<file path="src/rtl/image_load_sequencer.sv">
// rtl/image_load_sequencer.sv - sequences one image load from the Pi into the frame buffer over the PI_STATE/FPGA_STATE handshake.
// Optional watchdog on WAIT_READY/ACK is compiled in with `define IMG_LOAD_TIMEOUT_EN.
module image_load_sequencer #(
   parameter int IMG_BYTES      = 784,
   parameter int BLOCK_BYTES    = 4,
   parameter int ADDR_W         = 10,
   parameter int TIMEOUT_CYCLES = 1000000
) (
   input  logic              clk,
   input  logic              reset,
   input  logic              start,
   input  logic              classifier_busy,
   input  logic [1:0]        PI_STATE,
   input  logic [7:0]        pi_data,
   output logic [1:0]        FPGA_STATE,
   output logic              buf_we,
   output logic [ADDR_W-1:0] buf_addr,
   output logic [7:0]        buf_wdata,
   output logic              image_valid,
   output logic              busy,
   output logic              err
);

   // idx must be able to hold IMG_BYTES itself, which may equal 2^ADDR_W
   localparam int IDX_W = ADDR_W + 1;
   localparam int BLK_W = (BLOCK_BYTES > 1) ? $clog2(BLOCK_BYTES) : 1;
   localparam logic [IDX_W-1:0] IDX_FULL = IDX_W'(IMG_BYTES);
   localparam logic [IDX_W-1:0] IDX_LAST = IDX_W'(IMG_BYTES - 1);
   localparam logic [BLK_W-1:0] BLK_LAST = BLK_W'(BLOCK_BYTES - 1);

   localparam logic [1:0] PI_READY    = 2'b01;
   localparam logic [1:0] PI_CONTINUE = 2'b11;
   localparam logic [1:0] PI_DONE     = 2'b10;

   localparam logic [1:0] FS_IDLE       = 2'b11;
   localparam logic [1:0] FS_READING    = 2'b10;
   localparam logic [1:0] FS_DONE_BLOCK = 2'b01;
   localparam logic [1:0] FS_DONE_ALL   = 2'b00;

   if (IMG_BYTES < 1 || BLOCK_BYTES < 1 || (2 ** ADDR_W) < IMG_BYTES || TIMEOUT_CYCLES < 1) begin : gBadParams
      $error("image_load_sequencer: invalid parameter set");
   end

   typedef enum logic [2:0] {
      IDLE,
      WAIT_READY,
      CAPTURE,
      ACK,
      COMPLETE,
      ERROR
   } stateType;

   stateType         state;
   stateType         nextState;
   logic [IDX_W-1:0] idx;
   logic [BLK_W-1:0] blk;
   logic             timeout;

`ifdef IMG_LOAD_TIMEOUT_EN
   localparam int WD_W = $clog2(TIMEOUT_CYCLES + 1);
   localparam logic [WD_W-1:0] WD_LAST = WD_W'(TIMEOUT_CYCLES - 1);

   logic [WD_W-1:0] watchdog;
   logic            waiting;

   assign waiting = (state == WAIT_READY) || (state == ACK);

   // Counts across ACK->WAIT_READY; only CAPTURE or leaving the load clears it
   always_ff @(posedge clk) begin
      if (reset || !waiting) begin
         watchdog <= '0;
      end else begin
         watchdog <= watchdog + 1'b1;
      end
   end

   assign timeout = waiting && (watchdog == WD_LAST);
`else
   assign timeout = 1'b0;
`endif

   assign buf_wdata = pi_data;

   always_ff @(posedge clk) begin
      if (reset) begin
         state <= IDLE;
      end else begin
         state <= nextState;
      end
   end

   always_ff @(posedge clk) begin
      if (reset) begin
         idx <= '0;
         blk <= '0;
         err <= 1'b0;
      end else begin
         case (state)
            IDLE: begin
               if (nextState == WAIT_READY) begin
                  idx <= '0;
                  blk <= '0;
                  err <= 1'b0;
               end
            end
            CAPTURE: begin
               idx <= idx + 1'b1;
               blk <= (nextState == ACK) ? '0 : blk + 1'b1;
            end
            default: begin
            end
         endcase
         if (nextState == ERROR) begin
            err <= 1'b1;
         end
      end
   end

   always_comb begin
      nextState   = state;
      FPGA_STATE  = FS_IDLE;
      buf_we      = 1'b0;
      buf_addr    = '0;
      image_valid = 1'b0;
      busy        = 1'b0;
      case (state)
         IDLE: begin
            if (start && !classifier_busy) begin
               nextState = WAIT_READY;
            end
         end
         WAIT_READY: begin
            busy = 1'b1;
            if (timeout) begin
               nextState = ERROR;
            end else if (PI_STATE == PI_READY) begin
               nextState = CAPTURE;
            end
         end
         CAPTURE: begin
            busy       = 1'b1;
            FPGA_STATE = FS_READING;
            // a reset edge aborts the load, so the byte on that edge is not written
            buf_we     = !reset;
            buf_addr   = idx[ADDR_W-1:0];
            if (blk == BLK_LAST || idx == IDX_LAST) begin
               nextState = ACK;
            end
         end
         ACK: begin
            busy       = 1'b1;
            FPGA_STATE = FS_DONE_BLOCK;
            if (timeout) begin
               nextState = ERROR;
            end else if (PI_STATE == PI_CONTINUE) begin
               nextState = (idx < IDX_FULL) ? WAIT_READY : ERROR;
            end else if (PI_STATE == PI_DONE) begin
               nextState = (idx == IDX_FULL) ? COMPLETE : ERROR;
            end
         end
         COMPLETE: begin
            busy        = 1'b1;
            FPGA_STATE  = FS_DONE_ALL;
            image_valid = 1'b1;
            nextState   = IDLE;
         end
         ERROR: begin
            nextState = IDLE;
         end
         default: begin
            nextState = IDLE;
         end
      endcase
   end

endmodule

</file>
<file path="config.mk">
export PLATFORM = sky130hd
export DESIGN_NAME = image_load_sequencer
export DESIGN_NICKNAME = d
export VERILOG_FILES = /design/src/rtl/image_load_sequencer.sv
export SDC_FILE = /design/constraint.sdc
export NUM_CORES = 1
export LEC_CHECK = 0
export CAP_MARGIN = 20
export CORE_MARGIN = 3
export CORE_UTILIZATION = 40
export CTS_CLUSTER_DIAMETER = 60
export CTS_CLUSTER_SIZE = 16
export DETAILED_ROUTE_END_ITERATION = 8
export MAX_ROUTING_LAYER = met4
export PLACE_DENSITY = 0.83
export SLEW_MARGIN = 20
export SYNTH_ARGS = -nofsm -noshare
export SYNTH_HDL_FRONTEND = slang
export SYNTH_SLANG_ARGS = --single-unit
</file>
<file path="constraint.sdc">
create_clock -name clk -period 3.7 [get_ports clk]
set_input_delay 0.74 -clock clk [delete_from_list [all_inputs] [get_ports clk]]
set_output_delay 0.74 -clock clk [all_outputs]
set_load 0.02 [all_outputs]
</file>
# --- Yosys cells after proc, flatten, opt, wreduce, memory -nomap -nowiden ---
# Index checks and enable logic that the tools add are counted.
word_totals:
  in_bits: 14
  elab_cells: 53
  out_inout_bits: 24
  register_bits: 17
op_classes:
  muxes: 21
  n_eq_ne: 14
  reduce_logical: 11
  n_lt_le_gt_ge: 1
  add_sub_neg: 2
ops:
  columns: ["operator", "n"]
  rows:
  - ["$eq 11x10->1 const B", 2]
  - ["$pmux 11 s2", 1]
  - ["$mux 3", 6]
  - ["$pmux 3 s4", 1]
  - ["$add 11x1->11 const B", 1]
  - ["$lt 11x10->1 const B", 1]
  - ["$mux 11", 1]
  - ["$mux 10", 1]
  - ["$eq 3x2->1 const B", 3]
  - ["$mux 1", 7]
  - ["$eq 2x2->1 const B", 3]
  - ["$eq 3x1->1 const B", 2]
  - ["$eq 3x3->1 const B", 2]
  - ["$pmux 2 s3", 1]
  - ["$reduce_bool 2->1", 3]
  - ["$mux 2", 2]
  - ["$pmux 2 s2", 1]
  - ["$reduce_and 2->1", 2]
  - ["$reduce_or 4->1", 1]
  - ["$logic_not 3->1", 1]
  - ["$add 2x1->2 const B", 1]
  - ["$eq 2x1->1 const B", 1]
  - ["$logic_not 1->1", 2]
  - ["$ne 2x2->1 const B", 1]
  - ["2 further kinds", 2]

# --- Depth between registers and ports, before layout ---
# Gate-level depths: netlist of run 1.
depth:
  ltp_word: 9
  ltp_mapped: 6
  mapped_depth_nobuf: 6

# --- Worst setup path before layout of run 1 ---
# OpenSTA, ideal clock, no wires.
synth_path:
  kind: "flip-flop to output port"
  from: "reg state[0]"
  to: "out buf_addr[3]"
  stages_incl_launch_ff: 5
  setup_slack_ps: 1589
  n_path_buf: 2
  required_time_ps: 2960
  arrival_ps: 1371
  cell_sequence: "dfxtp_1 > buf_2 > nor3b_1 > clkbuf_1 > and2_1"
synth_via:
  elab_chain_len: 2
synth_rtl:
  columns: ["item", "line", "source"]
  rows:
  - ["from (decl)", "53", "stateType state;"]
  - ["from (signal assigned)", "88", "state <= nextState;"]
  - ["$eq 3x2->1", "126", "case (state)"]
  - ["$mux 10", "126", null]
  - ["to (decl)", "17", "output logic [ADDR_W-1:0] buf_addr,"]
# Every way passes these cells.

# --- Final worst setup path of run 1 ---
layout_path:
  from: "reg state[1]"
  to: "out buf_we"
layout_via:
  elab_chain_len: 2
layout_rtl:
  columns: ["item", "line", "source"]
  rows:
  - ["$eq 3x2->1", "126", null]
  - ["$mux 1", "126", null]
  - ["to (decl)", "16", "output logic buf_we,"]
# Every way passes these cells.

==> results.json, run 1 <==
{
  "clk_pin_slew_ns": 0.09,
  "grt_use_total_pct": 16.9,
  "power.switching_mw": 0.0899,
  "vias": 1063,
  "min_period_ns": 3.12,
  "netlist_area_mm2": 0.00110,
  "dp_slack_ns": 0.898,
  "synth_cell_type_count": 45,
  "maxSlewHeadroom_pct": 60.4,
  "finalSetupTns_ns": 0,
  "cts.sinks": 17,
  "cts_made_buffers": 3,
  "syn_nets": 157,
  "drt-total-wl_mm": 2.49,
  "synthFlopType": "dfxtp_1",
  "top_layer": "met4",
  "post_cts_buffers": 0,
  "final_cell_mix": "21 x clkdlybuf4s50_1, 17 x dfxtp_1, 12 x nor2_1, 9 x and2_1, 9 x nand2_1",
  "cp_slowest_stage_delay_ns": 0.66,
  "drc": 0,
  "setup_ws_ns": 0.579,
  "avgSynthCellArea_um2": 7.84,
  "crit_arrival_ns": 2.38,
  "seqPwrFrac_pct": 56.8,
  "num-fill-cells": 239,
  "final_common_cell": "clkdlybuf4s50_1",
  "dpl.hpwl_mm": 1.78,
  "crit_chain": "or3b_1, nor2_1, clkdlybuf4s50_1",
  "worstPathMaxFanout": 13,
  "boundaryPins": 38,
  "hp-class": "flop to flop",
  "start_kind": "flop",
  "cts_hold_buf": 0,
  "first_pass_iters": 4,
  "area_growth_pct": 18.2,
  "core-area_mm2": 0.00254,
  "dr_wl_met2_mm": 1.10,
  "clk_latency_ns": 0.29,
  "hold_viol": 0,
  "drt-initial-drc-count": 47,
  "synth_xor_area_share_pct": 1.60,
  "synth-adder-area-share_pct": 3.42,
  "p_per_area_mw_per_mm2": 259,
  "yosysWarnings": 0,
  "slew_violations": 0,
  "fp.dieArea_mm2": 0.00341,
  "rows": 18,
  "total_leakage_power_nw": 0.444,
  "critPathRequiredTime_ns": 2.96,
  "yosysSeqAreaShare_pct": 31.0,
  "root_buffer": "clkbuf_4",
  "grt_pass1_wl_mm": 4.43,
  "synth_compound_area_share_pct": 23.4,
  "design_area_mm2": 0.00130,
  "cts.repair.resized": 0,
  "final_core_util_pct": 51.0,
  "wl_per_cell_um": 13.7,
  "endpoint_kind": "output port",
  "crit_type": "flop to output port",
  "grt_max_degree": 18,
  "internal-power_mw": 0.246,
  "tightest_slew_ns": 0.590,
  "diodes": 0,
  "status": "finished, final reports clean",
  "die_w_um": 58.4,
  "combPwrFrac_pct": 13.6,
  "grt_pass1_vias": 980,
  "die_h_um": 58.4,
  "synth_top_family_by_area": "simple AND/OR/NAND/NOR gates",
  "htree_levels": 1,
  "globalplace.congestion": 0.849,
  "yosys_register_bits": 17,
  "synth_simple_gate_area_share_pct": 30.7,
  "setup_violations": 0,
  "fmax_ghz": 0.320,
  "synthMuxAreaShare_pct": 0,
  "nNetsFinal": 170,
  "cts_buffer_depth": 2,
  "ant_nets": 0,
  "async_reset_ff_share_pct": 0,
  "layout-drive-gt1-share_pct": 8.55,
  "overflow": 0,
  "stdcell_count": 182,
  "viasPerCell": 5.84,
  "rsz0062_at_grt": "no",
  "synth_edf_count": 0,
  "port-buffer-count": 21,
  "p_sw_share_pct": 26.8,
  "cap_violations": 0,
  "clock_power_share_pct": 29.6,
  "syn_inst": 140,
  "initial_core_util_pct": 43.1,
  "antenna_found_initial": 0,
  "finalClockSkew_ns": 0.00437,
  "fin_crit_sh_pct": 84.4,
  "placed_cell_area_mm2": 0.00127,
  "routed-wl-met3_um": 225,
  "crit_slowest_cell": "clkdlybuf4s50_1",
  "cts_tree": "yes",
  "vdd_ir_drop_max_uv": 244,
  "placed_cells": 178,
  "m1WireLength_mm": 1.14
}
-- area by class of cell --
type | instances | area [µm²] | share of cell area (%)
multi-input cells | 103 | 648 | 50.0
flip-flops and latches | 17 | 340 | 26.2
repair buffers | 23 | 225 | 17.4
well taps | 30 | 37.5 | 2.89
clock buffers | 3 | 22.5 | 1.74
inverters | 5 | 18.8 | 1.45
clock inverters | 1 | 5.00 | 0.386
-- cells in the mapped netlist (2+ instances only) --
| library cell | count | share of area, % |
|---|---|---|
| nand3_1 | 6 | 2.7 |
| ha_1 | 3 | 3.4 |
| buf_2 | 3 | 1.4 |
| dfxtp_1 | 17 | 31 |
| inv_1 | 5 | 1.7 |
| nor4_1 | 2 | 1.1 |
| a31o_2 | 2 | 1.6 |
| buf_4 | 8 | 5.5 |
| o211ai_1 | 4 | 2.7 |
| or3_1 | 2 | 1.1 |
| a311oi_1 | 2 | 1.6 |
| nand3b_1 | 2 | 1.4 |
| and2_1 | 9 | 5.1 |
| nor3_1 | 4 | 1.8 |
| a211oi_1 | 2 | 1.4 |
| nor2b_1 | 2 | 1.1 |
| a31oi_1 | 3 | 1.7 |
| nor3b_1 | 2 | 1.4 |
| o21ai_0 | 6 | 2.7 |
| nor2_1 | 12 | 4.1 |
| and3_1 | 2 | 1.1 |
| nand2_1 | 9 | 3.1 |
| a21oi_1 | 8 | 3.6 |
| clkbuf_1 | 4 | 1.4 |
-- critical path: cells and delay by family (launching register included) --
kind / cells / cell delay (ns)
buf+inv: 1 / 0.66
simple gates: 2 / 0.90
flops: 1 / 0.53
-- path summary, 6_finish.rpt --
kind	start	end	slack [ns]	cells past startpoint
max	state[1]$_SDFF_PP0_	buf_we	0.58	3
min	err$_SDFFE_PP0P_	err$_SDFFE_PP0P_	0.51	2
max reg2reg	state[1]$_SDFF_PP0_	idx[5]$_SDFFE_PP0P_	1.77	3
min reg2reg	err$_SDFFE_PP0P_	err$_SDFFE_PP0P_	0.51	2
-- kinds of logic (layout without fill, tap and decap cells) --
kind of cell               Yosys count  in the layout
adders and majority gates            3              3
AOI/OAI and AO/OA                   38             38
xor gates and xnor gates             2              2
and+or+nand+nor                     60             60
DFF                                 17             17
buffers and inverters               20             32
-- flip-flops by register name (all words and copies together) (netlist names) --
name   cells
idx       11
state      3
err        1
blk        2
-- per-layer routing --
layer | up-vias | global-route usage, %
li1 | 523 | -
met1 | 484 | 22.2
met2 | 52 | 25.4
met3 | 4 | 5.04
met4 | 0 | 4.64
met5 | - | -
-- power groups by stage --
stage | logic (mW) | registers (mW) | clock network, mW
finish | 0.0455 | 0.191 | 0.0993
global route | 0.0510 | 0.191 | 0.111
CTS | 0.0452 | 0.191 | 0.103
detailed placement | 0.0450 | 0.195 | 0
global placement | 0.0444 | 0.195 | 0
floorplan | 0.0432 | 0.191 | 0
-- stage by stage --
step	hold WS [ns]	power, mW
after floorplan	0.478	0.235
after global placement	0.499	0.239
after detailed placement	0.496	0.240
after CTS	0.513	0.339
after global routing	0.530	0.354
final	0.512	0.335
Note: power is estimated with default switching activity, not from simulation.
==> inputs of run 2 (changes only) <==
PLACE_DENSITY = 0.86   (was 0.83)
clock period = 2.6 ns   (was 3.7 ns; I/O delays follow)
==> results.json, run 2 (synthesis results as in run 1) <==
{
  "grt_use_total_pct": 18.2,
  "crit_type": "flop to output port",
  "initial_core_util_pct": 43.1,
  "fin_crit_sh_pct": 94.9,
  "hold-path-endpoint": "idx[10]$_SDFFE_PP0P_",
  "die_w_um": 58.4,
  "p_sw_share_pct": 26.3,
  "ff2ff_setup_slack_ns": 0.78,
  "vias": 1072,
  "dpl.hpwl_mm": 1.91,
  "antenna_found_initial": 0,
  "layout-drive-gt1-share_pct": 10.4,
  "htree_levels": 1,
  "diodes": 0,
  "port-buffer-count": 21,
  "seqPwrFrac_pct": 56.7,
  "regMostFlops": "idx",
  "final_common_cell": "clkdlybuf4s50_1",
  "nNetsFinal": 172,
  "fmax_ghz": 0.405,
  "finalClockSkew_ns": 0.00214,
  "clk_latency_ns": 0.28,
  "m1WireLength_mm": 1.22,
  "r2r_end": "idx[5]$_SDFFE_PP0P_",
  "num-fill-cells": 260,
  "post_cts_buffers": 0,
  "grt_pass1_wl_mm": 4.82,
  "clk_pin_slew_ns": 0.10,
  "drt-total-wl_mm": 2.68,
  "min_period_ns": 2.47,
  "largest_reg_flops": 11,
  "cts.sinks": 17,
  "maxSlewHeadroom_pct": 59.5,
  "first_pass_iters": 4,
  "ant_nets": 0,
  "final_core_util_pct": 51.6,
  "slew_violations": 0,
  "setup_violations": 0,
  "cap_violations": 0,
  "tightest_slew_ns": 0.603,
  "routed-wl-met3_um": 162,
  "rows": 18,
  "hold_slack_ns": 0.517,
  "rsz0062_at_grt": "no",
  "start_kind": "flop",
  "drt-initial-drc-count": 18,
  "p_per_area_mw_per_mm2": 365,
  "drc": 0,
  "final_cell_mix": "21 x clkdlybuf4s50_1, 15 x dfxtp_1, 12 x nor2_1, 9 x and2_1, 9 x nand2_1",
  "root_buffer": "clkbuf_4",
  "total_leakage_power_nw": 0.452,
  "globalplace.congestion": 0.812,
  "power.switching_mw": 0.126,
  "die_h_um": 58.4,
  "boundaryPins": 38,
  "largestRegisters": "idx: 11 flops, state: 3 flops, blk: 2 flops",
  "worstPathMaxFanout": 12,
  "hold_viol": 0,
  "viasPerCell": 5.83,
  "area_growth_pct": 19.7,
  "grt_max_degree": 18,
  "hold_depth": 2,
  "overflow": 0,
  "worst_r2r_path_depth": 4,
  "min_from": "idx[10]$_SDFFE_PP0P_",
  "r2r_start": "state[1]$_SDFF_PP0_",
  "cts_buffer_depth": 2,
  "cts_tree": "yes",
  "cts_made_buffers": 3,
  "vdd_ir_drop_max_uv": 253,
  "internal-power_mw": 0.353,
  "clock_power_share_pct": 29.2,
  "crit_arrival_ns": 1.95,
  "wl_per_cell_um": 14.6,
  "top_layer": "met4",
  "core-area_mm2": 0.00254,
  "combPwrFrac_pct": 14.0,
  "fp.dieArea_mm2": 0.00341,
  "critPathRequiredTime_ns": 2.08,
  "dr_wl_met2_mm": 1.29,
  "endpoint_kind": "output port",
  "status": "finished, final reports clean",
  "finalSetupTns_ns": 0,
  "grt_pass1_vias": 1083,
  "hp-class": "flop to flop"
}
==> run 2: cell count changes in the layout (fill, tap and decap cells not counted) <==
cell	before	now
clkinv_2	1	0
buf_4	2	4
clkbuf_1	0	1
dfxtp_1	17	15
dfxtp_2	0	2
==> run 2: layer usage <==
metal / track usage (%) / up-vias
met3: 3.07 / 2
li1: - / 530
met1: 23.8 / 508
met5: - / -
met4: 5.30 / 0
met2: 28.7 / 32
==> run 2: critical path, cell delays in order (launching register included) <==
cell	delay, ns
dfxtp_2	0.44
or3b_1	0.45
nor2_1	0.15
clkdlybuf4s50_1	0.62
==> run 2: worst max path at each step <==
stage | from | slack, ns | end | cells after the start
2_1_floorplan | state[0]$_SDFF_PP0_ | 0.71 | buf_addr[3] | 4
3_3_place_gp | state[1]$_SDFF_PP0_ | 0.37 | buf_we | 3
3_5_place_dp | state[1]$_SDFF_PP0_ | 0.34 | buf_we | 3
4_1_cts | state[1]$_SDFF_PP0_ | 0.008 | buf_addr[2] | 4
5_1_grt | state[1]$_SDFF_PP0_ | 0.02 | buf_we | 3
6_report | state[1]$_SDFF_PP0_ | 0.13 | buf_we | 3
==> run 2: layout make-up <==
| cell class | count | area [µm²] | area share [%] |
|---|---|---|---|
| clock buffers | 4 | 26.3 | 2.00 |
| inverters | 5 | 18.8 | 1.43 |
| multi-input cells | 103 | 648 | 49.3 |
| flip-flops and latches | 17 | 343 | 26.1 |
| well taps | 30 | 37.5 | 2.86 |
| repair buffers | 25 | 240 | 18.3 |
==> run 2: stage by stage <==
step | worst slack [ns] | cell area [µm²] | instances | power [mW]
3_5_place_dp | 0.336 | 1280 | 180 | 0.345
5_1_grt | 0.0157 | 1310 | 184 | 0.508
6_report | 0.132 | 1310 | 184 | 0.480
3_3_place_gp | 0.374 | 1280 | 180 | 0.342
2_1_floorplan | 0.709 | 1100 | 140 | 0.334
4_1_cts | 0.00808 | 1310 | 184 | 0.484
==> run 2: repair_timing <==
item | 4_1_cts | 5_1_grt
resized for setup | 0 | 2
hold buffers | 0 | 0
endpoints found under the setup margin | 0 | 11
==> run 2: power by group through the flow <==
| stage | Clock [mW] | Combinational, mW | Sequential [mW] |
|---|---|---|---|
| 3_3_place_gp | 0 | 0.0649 | 0.277 |
| 6_report | 0.140 | 0.0674 | 0.272 |
| 3_5_place_dp | 0 | 0.0672 | 0.278 |
| 2_1_floorplan | 0 | 0.0614 | 0.272 |
| 5_1_grt | 0.161 | 0.0738 | 0.273 |
| 4_1_cts | 0.144 | 0.0682 | 0.272 |
==> inputs of run 3 (changes only) <==
SLEW_MARGIN = unset   (was 20)
==> results of run 3 <==
No change in the layout: final DEF, timing and power equal those of run 2.
